File: config.mk
export PLATFORM = sky130hd
export DESIGN_NAME = div_seq16
export DESIGN_NICKNAME = d
export VERILOG_FILES = /design/src/rtl/div_seq16.sv
export SDC_FILE = /design/constraint.sdc
export NUM_CORES = 1
export LEC_CHECK = 0
export CAP_MARGIN = 0
export CORE_ASPECT_RATIO = 0.6
export CORE_MARGIN = 10
export CORE_UTILIZATION = 60
export DETAILED_ROUTE_END_ITERATION = 8
export DONT_BUFFER_PORTS = 1
export HOLD_SLACK_MARGIN = 0.08
export PLACE_DENSITY_LB_ADDON = 0.15
export SLEW_MARGIN = 20
export SYNTH_ARGS = -nofsm -noshare
export SYNTH_HDL_FRONTEND = slang
export SYNTH_SLANG_ARGS = --single-unit
File: constraint.sdc
create_clock -name clk -period 6.7 [get_ports clk]
set_clock_uncertainty 0.05 [all_clocks]
set_input_delay 0.335 -clock clk [delete_from_list [all_inputs] [get_ports clk]]
set_output_delay 0.335 -clock clk [all_outputs]
set_load 0.005 [all_outputs]
File: src/rtl/div_seq16.sv
// Multi-cycle unsigned restoring divider: one quotient bit per clock, WIDTH steps.
// state | meaning
// IDLE  | waiting for start; results from the last operation held
// BUSY  | shift-and-subtract iterations in progress
// DONE  | one-cycle result-valid pulse, then back to IDLE
module div_seq16 #(
    parameter int WIDTH = 16
) (
    input  logic             clk,
    input  logic             rst,
    input  logic             start,
    input  logic [WIDTH-1:0] dividend,
    input  logic [WIDTH-1:0] divisor,
    output logic             busy,
    output logic             done,
    output logic [WIDTH-1:0] quotient,
    output logic [WIDTH-1:0] remainder,
    output logic             div0
);

    localparam int CW = $clog2(WIDTH);

    typedef enum logic [1:0] {
        IDLE = 2'd0,
        BUSY = 2'd1,
        DONE = 2'd2
    } state_t;

    state_t           state, state_nxt;
    logic [CW-1:0]    cnt;
    logic [WIDTH-1:0] prem;
    logic [WIDTH-1:0] shift;
    logic [WIDTH-1:0] dvsr;
    logic [WIDTH:0]   t;
    logic [WIDTH:0]   d;
    logic [WIDTH-1:0] rem_nxt;
    logic [WIDTH-1:0] shift_nxt;
    logic             last_step;

    // A restored partial remainder is always below the divisor, so its top bit
    // is zero and only WIDTH bits are kept; the trial subtract is WIDTH+1 wide.
    assign t         = {prem, shift[WIDTH-1]};
    assign d         = t - {1'b0, dvsr};
    assign rem_nxt   = d[WIDTH] ? t[WIDTH-1:0] : d[WIDTH-1:0];
    assign shift_nxt = {shift[WIDTH-2:0], ~d[WIDTH]};
    assign last_step = (cnt == CW'(WIDTH - 1));

    always_ff @(posedge clk) begin
        if (rst) state <= IDLE;
        else     state <= state_nxt;
    end

    always_comb begin
        state_nxt = state;
        case (state)
            IDLE: if (start) state_nxt = (divisor == '0) ? DONE : BUSY;
            BUSY: if (last_step) state_nxt = DONE;
            DONE: state_nxt = IDLE;
            default: state_nxt = IDLE;
        endcase
    end

    always_comb begin
        busy = 1'b0;
        done = 1'b0;
        case (state)
            BUSY: busy = 1'b1;
            DONE: begin
                busy = 1'b1;
                done = 1'b1;
            end
            default: ;
        endcase
    end

    always_ff @(posedge clk) begin
        if (rst) begin
            cnt       <= '0;
            prem      <= '0;
            shift     <= '0;
            dvsr      <= '0;
            quotient  <= '0;
            remainder <= '0;
            div0      <= 1'b0;
        end else begin
            case (state)
                IDLE: begin
                    if (start) begin
                        if (divisor != '0) begin
                            shift <= dividend;
                            dvsr  <= divisor;
                            prem  <= '0;
                            cnt   <= '0;
                            div0  <= 1'b0;
                        end else begin
                            quotient  <= '1;
                            remainder <= dividend;
                            div0      <= 1'b1;
                        end
                    end
                end
                BUSY: begin
                    prem  <= rem_nxt;
                    shift <= shift_nxt;
                    cnt   <= cnt + 1'b1;
                    // The final step's results go straight to the outputs.
                    if (last_step) begin
                        quotient  <= shift_nxt;
                        remainder <= rem_nxt;
                    end
                end
                default: ;
            endcase
        end
    end

endmodule

==> results.md <==
- Number of global-route vias before repair: 4063
- GR Overflow Total: 0
- Rows: 24
- Share of post-route cells with drive strength above 1: 0.0584
- Syn Area/Cell: 8.02 µm²
- Sink Count: 87
- Number of fill cells: 590
- Outcome: finished clean
- Max cap viols: 0
- Clk root buf: clkbuf_16
- Nets: 633
- Min Tclk post-route: 3.42 ns
- Latest clock arrival within the worst-skew pair: 0.35 ns
- Peak Freq: 293 MHz
- GPL Wtd Cong: 0.903
- Max-slew violations: 0
- Worst slew pin tran: 0.972 ns
- Post-CTS setup buffers: 0
- Post-DR vias/cell: 6.31
- Most instantiated library cell after synthesis: dfxtp_1
- Sequential area share after synthesis: 0.368
- PnR worst setup slack: 3.28 ns
- Peak supply drop: 0.191 mV
- Drt first-iter violations: 374
- Final std cells w/o fill: 686
- Clock transition at path regs: 0.07 ns
- Vias: 4332
- Yosys top cell area share: 0.368
- Cell variety after synth: 55
- Syn Inst Count: 590
- Worst EP arrival: 3.59 ns
- Top post-synthesis cells by area: dfxtp_1, a21oi_1, nand2_1
- Dpl cells: 661
- Hold Path Class: primary input to register
- RSZ-0062 raised after global routing: false
- CTS tree: done
- Hold Violations, Final: 0
- Data required, critical path: 6.87 ns
- Worst setup EP type: register
- Num CTS Buffers: 9
- Initial antenna violation count: 0
- Ports: 70
- Initial Util: 0.633
- WS Path Type: register to register
- PwrDens: 339 nW/µm²
- Final worst-path cycle share: 0.510
- Relative slew slack: 0.350
- Pre-CTS setup slack: 3.40 ns
- Final Setup Violations: 0
- DP Wirelength: 9310 µm
- Port buffer count: 0
- Util after Layout: 0.692
- Largest net degree at the start of global routing: 68
- N_diodes: 0
- Final ANT Viol Nets: 0
- Synthesized cell area: 4730 µm²
- Setup TNS: 0 ns
- Syn Nets: 646
- Area of the multi-input gates: 2720 µm²
- EDFF count, synth: 0
- Min Hold Slack: 0.0883 ns
- Leakage power: 1.97 nW
- Core ar.: 7480 µm²
- Yosys warns: 0
- Synth cell count leaders: dfxtp_1, nand2_1, a21oi_1
- # DRC: 0
- Worst-path maximum fanout: 21
- Clock Tree Buf Depth: 2
- Die height: 88.8 µm
- Yosys top cell by area: dfxtp_1
- Async S/R FF share, synth: 0
- First-pass GRT wire length: 21100 µm
- DIE AREA: 12000 µm²
- Pre-Repair DR Iteration Count: 5
- Overall routed net length: 13100 µm
- CP Launch Type: register
- Total GRT Usage: 0.219
- DIE WIDTH: 135 µm
- Area Growth Syn to Fin: 9.22%
- Flip-flop and latch area: 1740 µm²
- CTS HTree Levels: 3
- WL per Instance: 19.1 µm
- Most used DFF post-synth: dfxtp_1
- Register bit total from synthesis: 87
[sequential cells by signal, indices dropped and copies added (netlist names)]
signal	flops
div0	1
cnt	4
quotient	16
dvsr	16
prem	16
state	2
remainder	16
shift	16
[cells in the final DEF, fill, tap and decap left out, types with 4 or more instances in the layout]
master         instances
o21ai_0               57
nand2b_1               8
clkbuf_16              9
mux2i_1               28
nor2b_1                5
and3_1                 5
ha_1                  20
a311oi_1               5
o22ai_1                6
a21oi_1               64
nand2_1               83
nor2_1                48
or3_1                  5
nand3_1                8
nand4_1                4
o21a_1                 5
a211oi_1              19
dfxtp_1               87
buf_4                  6
xnor2_1                6
nor4_1                 5
nor3_1                 5
dlygate4sd3_1          8
xor2_1                 5
a31oi_1                4
inv_1                 27
[final cells by class]
class | count | area share
repair buffers | 15 | 0.0295
inverters | 27 | 0.0196
well taps | 104 | 0.0252
flip-flops and latches | 87 | 0.337
clock inverters | 7 | 0.0198
clock buffers | 9 | 0.0436
multi-input cells | 437 | 0.526
[path summary, 6_finish.rpt]
| path | slack (ns) | cells past startpoint | endpoint | start |
|---|---|---|---|---|
| hold / removal | 0.09 | 2 | dvsr[10] | divisor[10] |
| setup reg to reg | 3.28 | 10 | prem[15] | shift[15] |
| hold reg to reg | 0.41 | 2 | dvsr[14] | dvsr[14] |
| setup / recovery | 3.28 | 10 | prem[15] | shift[15] |
[logic make-up (layout without fill, tap and decap cells)]
logic type | count (synthesis) | after routing | synth area share
buf+inv | 66 | 58 | 0.0597
xor+xnor | 12 | 12 | 0.0262
fa+ha+maj | 21 | 21 | 0.0571
flops | 87 | 87 | 0.368
mux | 28 | 28 | 0.0592
compound gates | 195 | 195 | 0.256
simple gates | 181 | 181 | 0.174
[power breakdown]
| part | switching [mW] | internal, mW |
|---|---|---|
| Sequential | 0.0438 | 0.571 |
| Clock | 0.217 | 0.330 |
| Combinational | 0.373 | 0.219 |
[routing by layer]
layer / global-route usage / up-vias / wire (µm)
li1: - / 2084 / -
met1: 0.287 / 2077 / 5970
met2: 0.333 / 155 / 5730
met3: 0.0758 / 16 / 1240
met4: 0.0708 / 0 / 165
met5: 0 / - / 0
[through the flow]
stage	total power, mW	area (µm²)
finish	1.75	5170
global route	1.84	5170
CTS	1.75	5170
detailed placement	1.19	4740
global placement	1.17	4740
floorplan	1.08	4730
[timing repair]
item / in CTS / in global routing
hold buffers: 9 / 0
gates resized for setup: 0 / 0
hold endpoints to repair: 67 / 0
[critical path: stages (launching register included)]
cell	delay [ns]
dfxtp_1	0.36
inv_1	0.07
ha_1	0.22
fa_1	0.41
nand2b_1	0.18
a21oi_1	0.28
o21ai_1	0.16
and2_1	0.32
xnor2_4	0.71
mux2i_1	0.41
o21ai_0	0.12
Power figures use the tool's default switching activity.
